$ cat src/rtl/alu_pkg.sv
// Shared types and small helpers for the multi-cycle ALU.
package alu_pkg;

  // Opcode encoding seen on operation_in.
  typedef enum logic [2:0] {
    OpAdd = 3'b000,
    OpSub = 3'b001,
    OpAnd = 3'b010,
    OpOr  = 3'b011,
    OpXor = 3'b100,
    OpShl = 3'b101,
    OpShr = 3'b110,
    OpMul = 3'b111
  } alu_op_t;

  // Control FSM states.
  typedef enum logic [1:0] {
    StIdle = 2'b00,
    StExec = 2'b01,
    StMul  = 2'b10
  } alu_state_t;

  // Signed overflow of A+B, judged from the operand and result sign bits.
  function automatic logic add_ovf(input logic a_msb, input logic b_msb, input logic r_msb);
    return (a_msb == b_msb) && (r_msb != a_msb);
  endfunction

  // Signed overflow of A-B, judged from the operand and result sign bits.
  function automatic logic sub_ovf(input logic a_msb, input logic b_msb, input logic r_msb);
    return (a_msb != b_msb) && (r_msb != a_msb);
  endfunction

endpackage

$ cat src/rtl/alu_mul_iter.sv
// Iterative unsigned shift-add multiplier: one multiplier bit per clock.
module alu_mul_iter #(
  parameter int unsigned DATA_WIDTH = 11
) (
  input  logic                      clock_in,
  input  logic                      reset_n_in,
  input  logic                      load_in,
  input  logic [DATA_WIDTH-1:0]     A_in,
  input  logic [DATA_WIDTH-1:0]     B_in,
  output logic [2*DATA_WIDTH-1:0]   product_out,
  output logic                      finished_out
);

  localparam int unsigned CntWidth = $clog2(DATA_WIDTH + 1);

  logic [2*DATA_WIDTH-1:0] acc_q, acc_d;
  logic [2*DATA_WIDTH-1:0] mcand_q, mcand_d;
  logic [DATA_WIDTH-1:0]   mplier_q, mplier_d;
  logic [CntWidth-1:0]     cnt_q, cnt_d;

  // Load operands, then add the shifted multiplicand for each set multiplier bit.
  always_comb begin
    acc_d    = acc_q;
    mcand_d  = mcand_q;
    mplier_d = mplier_q;
    cnt_d    = cnt_q;
    if (load_in) begin
      acc_d    = '0;
      mcand_d  = {{DATA_WIDTH{1'b0}}, A_in};
      mplier_d = B_in;
      cnt_d    = CntWidth'(DATA_WIDTH);
    end else if (cnt_q != '0) begin
      if (mplier_q[0]) begin
        acc_d = acc_q + mcand_q;
      end
      mcand_d  = mcand_q << 1;
      mplier_d = mplier_q >> 1;
      cnt_d    = cnt_q - CntWidth'(1);
    end
  end

  // Iteration state registers.
  always_ff @(posedge clock_in or negedge reset_n_in) begin
    if (!reset_n_in) begin
      acc_q    <= '0;
      mcand_q  <= '0;
      mplier_q <= '0;
      cnt_q    <= '0;
    end else begin
      acc_q    <= acc_d;
      mcand_q  <= mcand_d;
      mplier_q <= mplier_d;
      cnt_q    <= cnt_d;
    end
  end

  assign product_out  = acc_q;
  // High while the final iteration is pending; product is complete after the next edge.
  assign finished_out = (cnt_q == CntWidth'(1));

endmodule

$ cat src/rtl/alu_mc.sv
// Registered multi-cycle ALU with start/done handshake and carry/overflow flags.
module alu_mc
  import alu_pkg::*;
#(
  parameter int unsigned DATA_WIDTH  = 11,
  parameter int unsigned SHAMT_WIDTH = $clog2(DATA_WIDTH)
) (
  input  logic                  clock_in,
  input  logic                  reset_n_in,
  input  logic                  start_in,
  input  logic [2:0]            operation_in,
  input  logic [DATA_WIDTH-1:0] A_in,
  input  logic [DATA_WIDTH-1:0] B_in,
  output logic [DATA_WIDTH-1:0] alu_out,
  output logic                  zero_indicator_out,
  output logic                  signal_bit_out,
  output logic                  carry_out,
  output logic                  overflow_out,
  output logic                  busy_out,
  output logic                  done_out
);

  localparam int unsigned Msb = DATA_WIDTH - 1;

  alu_state_t            state_q;
  alu_op_t               op_q;
  logic [DATA_WIDTH-1:0] a_q, b_q;
  logic                  mul_wb_q;
  logic [DATA_WIDTH-1:0] alu_q;
  logic                  zero_q, sign_q, carry_q, ovf_q, done_q;

  logic                    accept;
  logic                    mul_load;
  logic                    mul_finished;
  logic [2*DATA_WIDTH-1:0] mul_product;

  logic [DATA_WIDTH:0]    sum_ext, dif_ext, shl_ext, shr_ext;
  logic [SHAMT_WIDTH-1:0] shamt;
  logic                   shamt_big;
  logic [DATA_WIDTH-1:0]  exec_res;
  logic                   exec_carry, exec_ovf;

  logic                  wb_en;
  logic [DATA_WIDTH-1:0] wb_res;
  logic                  wb_carry, wb_ovf;

  assign accept   = (state_q == StIdle) && start_in;
  // The multiplier takes operands straight from the ports on the accept edge.
  assign mul_load = accept && (alu_op_t'(operation_in) == OpMul);

  alu_mul_iter #(
    .DATA_WIDTH(DATA_WIDTH)
  ) u_mul (
    .clock_in    (clock_in),
    .reset_n_in  (reset_n_in),
    .load_in     (mul_load),
    .A_in        (A_in),
    .B_in        (B_in),
    .product_out (mul_product),
    .finished_out(mul_finished)
  );

  // Single-cycle datapath on the latched operands; arithmetic kept one bit wider for carry.
  always_comb begin
    sum_ext   = {1'b0, a_q} + {1'b0, b_q};
    dif_ext   = {1'b0, a_q} - {1'b0, b_q};
    shamt     = b_q[SHAMT_WIDTH-1:0];
    shamt_big = 32'(shamt) >= DATA_WIDTH;
    // Extra low/high bit catches the last bit shifted out; zero shift leaves it 0.
    shl_ext   = {1'b0, a_q} << shamt;
    shr_ext   = $signed({a_q, 1'b0}) >>> shamt;
    exec_res   = '0;
    exec_carry = 1'b0;
    exec_ovf   = 1'b0;
    unique case (op_q)
      OpAdd: begin
        exec_res   = sum_ext[Msb:0];
        exec_carry = sum_ext[DATA_WIDTH];
        exec_ovf   = add_ovf(a_q[Msb], b_q[Msb], sum_ext[Msb]);
      end
      OpSub: begin
        exec_res   = dif_ext[Msb:0];
        exec_carry = dif_ext[DATA_WIDTH];
        exec_ovf   = sub_ovf(a_q[Msb], b_q[Msb], dif_ext[Msb]);
      end
      OpAnd: exec_res = a_q & b_q;
      OpOr:  exec_res = a_q | b_q;
      OpXor: exec_res = a_q ^ b_q;
      OpShl: begin
        if (!shamt_big) begin
          exec_res   = shl_ext[Msb:0];
          exec_carry = shl_ext[DATA_WIDTH];
        end
      end
      OpShr: begin
        if (shamt_big) begin
          exec_res = {DATA_WIDTH{a_q[Msb]}};
        end else begin
          exec_res   = shr_ext[DATA_WIDTH:1];
          exec_carry = shr_ext[0];
        end
      end
      OpMul: begin
        exec_res = '0;
      end
    endcase
  end

  // Select which result is written back this edge: finished multiply or EXEC result.
  always_comb begin
    wb_en = mul_wb_q || (state_q == StExec);
    if (mul_wb_q) begin
      wb_res   = mul_product[Msb:0];
      wb_carry = |mul_product[2*DATA_WIDTH-1:DATA_WIDTH];
      wb_ovf   = wb_carry;
    end else begin
      wb_res   = exec_res;
      wb_carry = exec_carry;
      wb_ovf   = exec_ovf;
    end
  end

  // Control FSM, operand capture and registered result/flags/done.
  always_ff @(posedge clock_in or negedge reset_n_in) begin
    if (!reset_n_in) begin
      state_q  <= StIdle;
      op_q     <= OpAdd;
      a_q      <= '0;
      b_q      <= '0;
      mul_wb_q <= 1'b0;
      alu_q    <= '0;
      zero_q   <= 1'b0;
      sign_q   <= 1'b0;
      carry_q  <= 1'b0;
      ovf_q    <= 1'b0;
      done_q   <= 1'b0;
    end else begin
      done_q   <= wb_en;
      mul_wb_q <= 1'b0;
      if (wb_en) begin
        alu_q   <= wb_res;
        zero_q  <= (wb_res == '0);
        sign_q  <= wb_res[Msb];
        carry_q <= wb_carry;
        ovf_q   <= wb_ovf;
      end
      unique case (state_q)
        StIdle: begin
          if (start_in) begin
            op_q    <= alu_op_t'(operation_in);
            a_q     <= A_in;
            b_q     <= B_in;
            state_q <= (alu_op_t'(operation_in) == OpMul) ? StMul : StExec;
          end
        end
        StExec: state_q <= StIdle;
        StMul: begin
          // Product settles on this edge; write it back on the next one.
          if (mul_finished) begin
            state_q  <= StIdle;
            mul_wb_q <= 1'b1;
          end
        end
        default: state_q <= StIdle;
      endcase
    end
  end

  assign alu_out            = alu_q;
  assign zero_indicator_out = zero_q;
  assign signal_bit_out     = sign_q;
  assign carry_out          = carry_q;
  assign overflow_out       = ovf_q;
  assign busy_out           = (state_q != StIdle);
  assign done_out           = done_q;

endmodule

$ cat config.mk
export PLATFORM = sky130hd
export DESIGN_NAME = alu_mc
export DESIGN_NICKNAME = d
export VERILOG_FILES = /design/src/rtl/alu_pkg.sv /design/src/rtl/alu_mul_iter.sv /design/src/rtl/alu_mc.sv
export SDC_FILE = /design/constraint.sdc
export NUM_CORES = 1
export LEC_CHECK = 0
export CORE_MARGIN = 2
export CORE_UTILIZATION = 39
export CTS_CLUSTER_DIAMETER = 100
export DETAILED_ROUTE_END_ITERATION = 8
export PLACE_DENSITY_LB_ADDON = 0.08
export SETUP_SLACK_MARGIN = 0.05
export SLEW_MARGIN = 20
export SYNTH_ARGS = -nofsm -noshare
export SYNTH_HDL_FRONTEND = slang
export SYNTH_SLANG_ARGS = --single-unit
$ cat constraint.sdc
create_clock -name clock_in -period 4.89 [get_ports clock_in]
set_clock_uncertainty 0.05 [all_clocks]
set_input_delay 1.467 -clock clock_in [delete_from_list [all_inputs] [get_ports clock_in]]
set_output_delay 1.467 -clock clock_in [all_outputs]
set_load 0.05 [all_outputs]
* Word level (Yosys, flattened, before mapping)
Cells that the tools add are included.
Storage, ports and cells: output and inout bits 17, bits in registers 103, logic and storage cells 83
Operators by class: shift-type cells 2, $add $sub $neg 4, $lt $le $gt $ge 1, reduce and logical (&&, ||, !) cells 16, eq/ne operators 17, bitwise operators 3, muxes and demuxes 25
Operators with widths (count):
- $mux 22 | 5
- $pmux 11 s8 | 1
- $mux 11 | 5
- $add 22x22->22 | 1
- $eq 3x3->1 const B | 5
- $add 11x11->12 | 1
- $shl 11x4->12 | 1
- $sshr 12x4->12 | 1
- $sub 11x11->12 | 1
- $and 11x11->11 | 1
- $logic_not 11->1 | 1
- $or 11x11->11 | 1
- $reduce_or 11->1 | 1
- $xor 11x11->11 | 1
- $mux 4 | 2
- $eq 3x2->1 const B | 2
- $mux 1 | 6
- $mux 2 | 3
- $reduce_and 2->1 | 3
- $reduce_bool 2->1 | 3
- $eq 4x1->1 const B | 1
- $ge 4x4->1 const B | 1
- $logic_and 1x1->1 | 4
- $ne 2x2->1 const B | 2
- other kinds (13) | 15

* Logic depth before layout (Yosys ltp)
word-level depth 5, mapped depth 12, gate-level depth less buffers 12

* Modules after synthesis
From an unflattened synthesis, not the netlist that was laid out.
Unflattened totals: cell total of the unflattened synthesis 999, area total of the unflattened synthesis 8473.1 um2
By module, submodules not included:
- alu_mc | sequential area each 1076.0 um2, instances 1, area each 4874.7 um2, cells each 594
- alu_mul_iter | sequential area each 1476.4 um2, instances 1, area each 3598.5 um2, cells each 405

* Least setup slack after synthesis
Ideal clock, no wire load.
kind register -> register, from register b_q[1], to register alu_q[10], in the netlist alu_out[10], path slack 1.732 ns, required time 4.715 ns, arrival time 2.983 ns, path buffers 1, cell stages (with the launch flop) 12, cells stage by stage dfrtp_1 buf_2 clkinv_1 fa_1 nor2b_1 o21a_1 or3_1 a31oi_1 mux2i_1 o221ai_1 o211a_1 mux2_2
On the way: word-level cells in the longest chain between the ends 4, elaborated cells between the ends (all ways) 9
RTL lines:
- from (decl) | line alu_mc.sv:27 | logic [DATA_WIDTH-1:0] a_q, b_q;
- from (signal assigned) | line alu_mc.sv:152 | b_q <= B_in;
- branches (longest 2 deep; another with $sub 11x11->12)
- $pmux 11 s8 * | line alu_mc.sv:75 | unique case (op_q)
- $mux 11 * | line alu_mc.sv:112 | if (mul_wb_q) begin
- to (signal assigned) | line alu_mc.sv:141 | alu_q <= wb_res;
- to (decl) | line alu_mc.sv:29 | logic [DATA_WIDTH-1:0] alu_q;
Every way passes the cells marked *. A chain may end at the register's enable or synchronous reset.

* Worst setup path in the final report
from register b_q[2], to register alu_q[10], in the netlist alu_out[10]
Same word-level chain as after synthesis.

==> run summary <==
The die span in x is 147 microns, and the power per cell area is 674 nW/um^2. The run gives 1062 as the final layout net count. The post-synth net total was 1053; the initial standard-cell utilization of the core was 39.5%. The Yosys step of the flow raised 0 warnings.

For the placeable core area, the log shows 20100 sq um. Counting instances, the worst hold path has a depth of 2. The final total power is 5.98 mW, and the number of global-route vias before repair is 6928. The routed layout has 7199 vias.

The run gives 9 as the number of buffers added by the clock tree synthesis step. The startpoint identified for the worst register-to-register timing path is b_q[2]. The biggest area contributor in the post-synthesis netlist is dfrtp_1.

For the final routed database, the setup TNS stands at 0 ns. Counting along the longest clock path gives a buffer depth of 2. Before antenna repair, the detailed router went through 5 iterations.

The die footprint is 21500 sq um, and the cts-stage hold buffer count is 0. The run gives 0 as the final setup violation count. Hold is met by 0.438 ns.

In the final layout, the share of cells above drive strength 1 is 7.06%. STA puts the critical path data required time at 5.08 ns. The actual slew at the worst max-slew pin is 1.02 ns, and the highest clock rate is 281 MHz. The worst pin sits at a relative slew slack of 32.2%. Dividing the detail-routed via count by the number of cells gives 5.77. After clock tree synthesis, the repair step resized 0 gates. The repair_antennas step left the layout with diodes totalling 0.

For this run, the total global-route usage over all layers was measured as 24.4%. Of all flip-flops after synthesis, the portion carrying an async set or reset was 100%. The logs give 0 for the final max-slew violation count and 45 for the number of top-level pins. The number of filler cells placed in the layout came out at 2020. The number of port buffers came out at 44.

The cell count after placement is 1232. Class of the tightest hold or removal check: reg -> reg. TritonCTS built the clock tree. The tools report the number of buffers inserted to repair setup after CTS as 0. By area the synthesized netlist is led by dfrtp_1 (32%), ha_1 (9.1%), nand2_1 (7.5%), a21oi_1 (4.5%), o21ai_0 (4.0%).

Counting every instance in the synthesized netlist gives 964. The tools report the post-route non-filler standard cell count as 1248. In this run the remaining antenna-violating nets after routing total 0. In this run the most critical hold path is launched from alu_out[5].

The tree is rooted in a clkbuf_16. The first global-routing pass estimated 40.6 mm of wire. By startpoint and endpoint, the worst setup path is classified as reg -> reg. Setup repair after global routing left no endpoint under its margin.

The run gives 0 as the number of violations of the max-capacitance limit. Across all setup checks in the final design, the least slack found is 1.34 ns. The final number of hold-violating endpoints is 0, and the mapped cell area is 7940 sq um.

Of the post-synthesis cell area, the dominant cell type holds 32.1%. The tools report the combined area of the multi-input logic cells as 4960 sq um. The run finished with clean final reports.

Counting flops with a built-in enable in the synthesized netlist gives 0. Entering global routing, the biggest net connects 60 pins. IR analysis of the VDD net gives a maximum drop of 0.235 mV. STA classifies the critical path startpoint as a flop. The clock transition at the registers of the reported paths was 0.07 ns. The tools report the number of antenna violations at the first check in global routing as 0.

The number of DRC markers in iteration 0 came out at 658. The logs give 1.29 ns for the setup slack at placement and 1.34 ns for the worst reg-to-reg setup slack. Dividing the detail-routed wire length by the instance count gives 20.6 microns.

The number of cells on the worst reg-to-reg path is 11. The area growth from synthesis to layout came out at 11.7%. The most used flip-flop cell after synthesis is dfrtp_1.

Dividing the final minimum period by the clock period gives 72.7%. The number of clock sinks is 102. The routed design could run at a clock period as short as 3.55 ns. Row generation in the floorplan step produced 52 rows. The tools report the terminating pin of the worst hold path as alu_out[5].

At the end of routability-driven placement, the weighted congestion stood at 0.942. The wire-length estimate of the detail-placed layout is 19.2 mm. The analysis attributes to cell leakage a power of 3.79 nW. The final global-route overflow total was 0; the number of DRC violations after detailed routing was 0.

Wires add up to 25.7 mm. The die span in y works out to 147 microns. The number of unique standard cell types used by synthesis is 77. The run gives 32.1% as the sequential share of the synthesized area.

The run gives 0.36 ns as the clock latency reported for the late side of the worst-skew pair. The per-instance average area after synthesis was 8.24 sq um. The worst setup path is captured at a flop. The H-tree was split into 3 levels. STA puts the critical path data arrival time at 3.75 ns. The sequential cell area is 2550 sq um. The total of flip-flops plus latches after synthesis was 102; the highest fanout seen on the critical path was 28.

In this run the critical register-to-register path is captured at alu_out[10].
-- routing by layer --
layer | routed length [microns] | track usage (%) | share of wire (%) | vias to the layer above
li1 | - | - | - | 3481
met3 | 1110 | 3.26 | 4.3 | 70
met1 | 11500 | 33.1 | 45 | 3442
met2 | 11900 | 39.0 | 46 | 206
met5 | 0 | 0 | 0 | -
met4 | 1130 | 11.2 | 4.4 | 0
-- flip-flops by register name (all words and copies together), names as in the netlist --
name                flops
a_q                    11
u_mul.mcand_q          22
done_out                1
u_mul.cnt_q             4
op_q                    3
u_mul.product_out      22
b_q                    11
zero_indicator_out      1
overflow_out            1
carry_out               1
mul_wb_q                1
u_mul.mplier_q         11
state_q                 2
alu_out                11
-- metrics by stage --
step,util [%],cell area [sq um]
after global placement,42.8,8600
after CTS,44.1,8870
after global routing,44.1,8870
after detailed placement,42.8,8600
after floorplan,-,7940
final,44.1,8870
-- power by group --
group	switching (mW)	internal [mW]
Combinational	2.24	1.49
Sequential	0.387	1.17
Clock	0.337	0.352
-- synth_stat cells, types with 4 or more instances --
cell type / n
nand3_1: 16
nand2b_1: 15
and2_1: 6
a22o_1: 6
o31ai_1: 7
clkinv_1: 4
o21ai_0: 63
nor4_1: 9
a211oi_1: 14
xnor2_1: 19
mux4_1: 4
o21a_1: 10
a31oi_1: 30
o22ai_1: 5
a21o_1: 11
nor2_1: 77
o211ai_1: 10
mux2_2: 9
mux4_2: 8
a21oi_1: 71
and3_1: 6
nand2_1: 159
a311oi_1: 4
or3_1: 8
buf_2: 7
nand4_1: 5
nor3_1: 20
mux2i_1: 11
ha_1: 58
a221oi_1: 4
o311ai_0: 4
o221ai_1: 6
clkbuf_1: 51
dfrtp_1: 102
xor2_1: 4
nand3b_1: 5
or2_2: 8
nor2b_1: 7
inv_1: 45
-- final cells by class --
class / count / share of cell area, %
inverters: 49 / 2.07
well taps: 270 / 3.81
repair buffers: 61 / 6.38
flip-flops and latches: 102 / 28.8
clock inverters: 5 / 0.451
clock buffers: 11 / 2.62
multi-input cells: 750 / 55.9
-- placed cells by master, fill, tap and decap left out, types with 16 or more instances in the layout --
master / n
a21oi_1: 71
a31oi_1: 30
buf_4: 18
clkdlybuf4s50_1: 43
dfrtp_1: 102
ha_1: 58
inv_1: 45
nand2_1: 159
nand3_1: 16
nor2_1: 76
nor3_1: 19
o21ai_0: 63
xnor2_1: 19
-- cells by family (layout without fill, tap and decap cells) --
group	Yosys count	count (layout)	synth area share, %
DFF	102	102	32.1
and+or+nand+nor	349	349	19.8
adders and majority gates	61	61	9.89
muxes	32	32	6.25
xor gates and xnor gates	23	23	2.54
buffers and inverters	112	126	5.54
AOI/OAI and AO/OA	285	285	23.8
-- worst max-delay path by stage --
stage | slack (ns) | to | start
finish | 1.34 | alu_out[10] | b_q[2]
global route | 1.11 | zero_indicator_out | b_q[2]
CTS | 1.41 | alu_out[10] | b_q[2]
detailed placement | 1.29 | u_mul.product_out[18] | operation_in[1]
global placement | 1.33 | u_mul.product_out[18] | operation_in[1]
floorplan | 1.73 | alu_out[10] | b_q[1]
-- critical path, cell delays in order, from the launching register on --
cell,delay (ns)
dfrtp_1,0.33
buf_4,0.28
clkinv_1,0.40
ha_1,0.59
nor2b_1,0.24
o2111ai_1,0.23
a32o_1,0.31
o21ai_0,0.36
xnor2_1,0.17
nand2_1,0.07
o211a_1,0.15
mux2_2,0.26
Power figures use the tool's default switching activity.
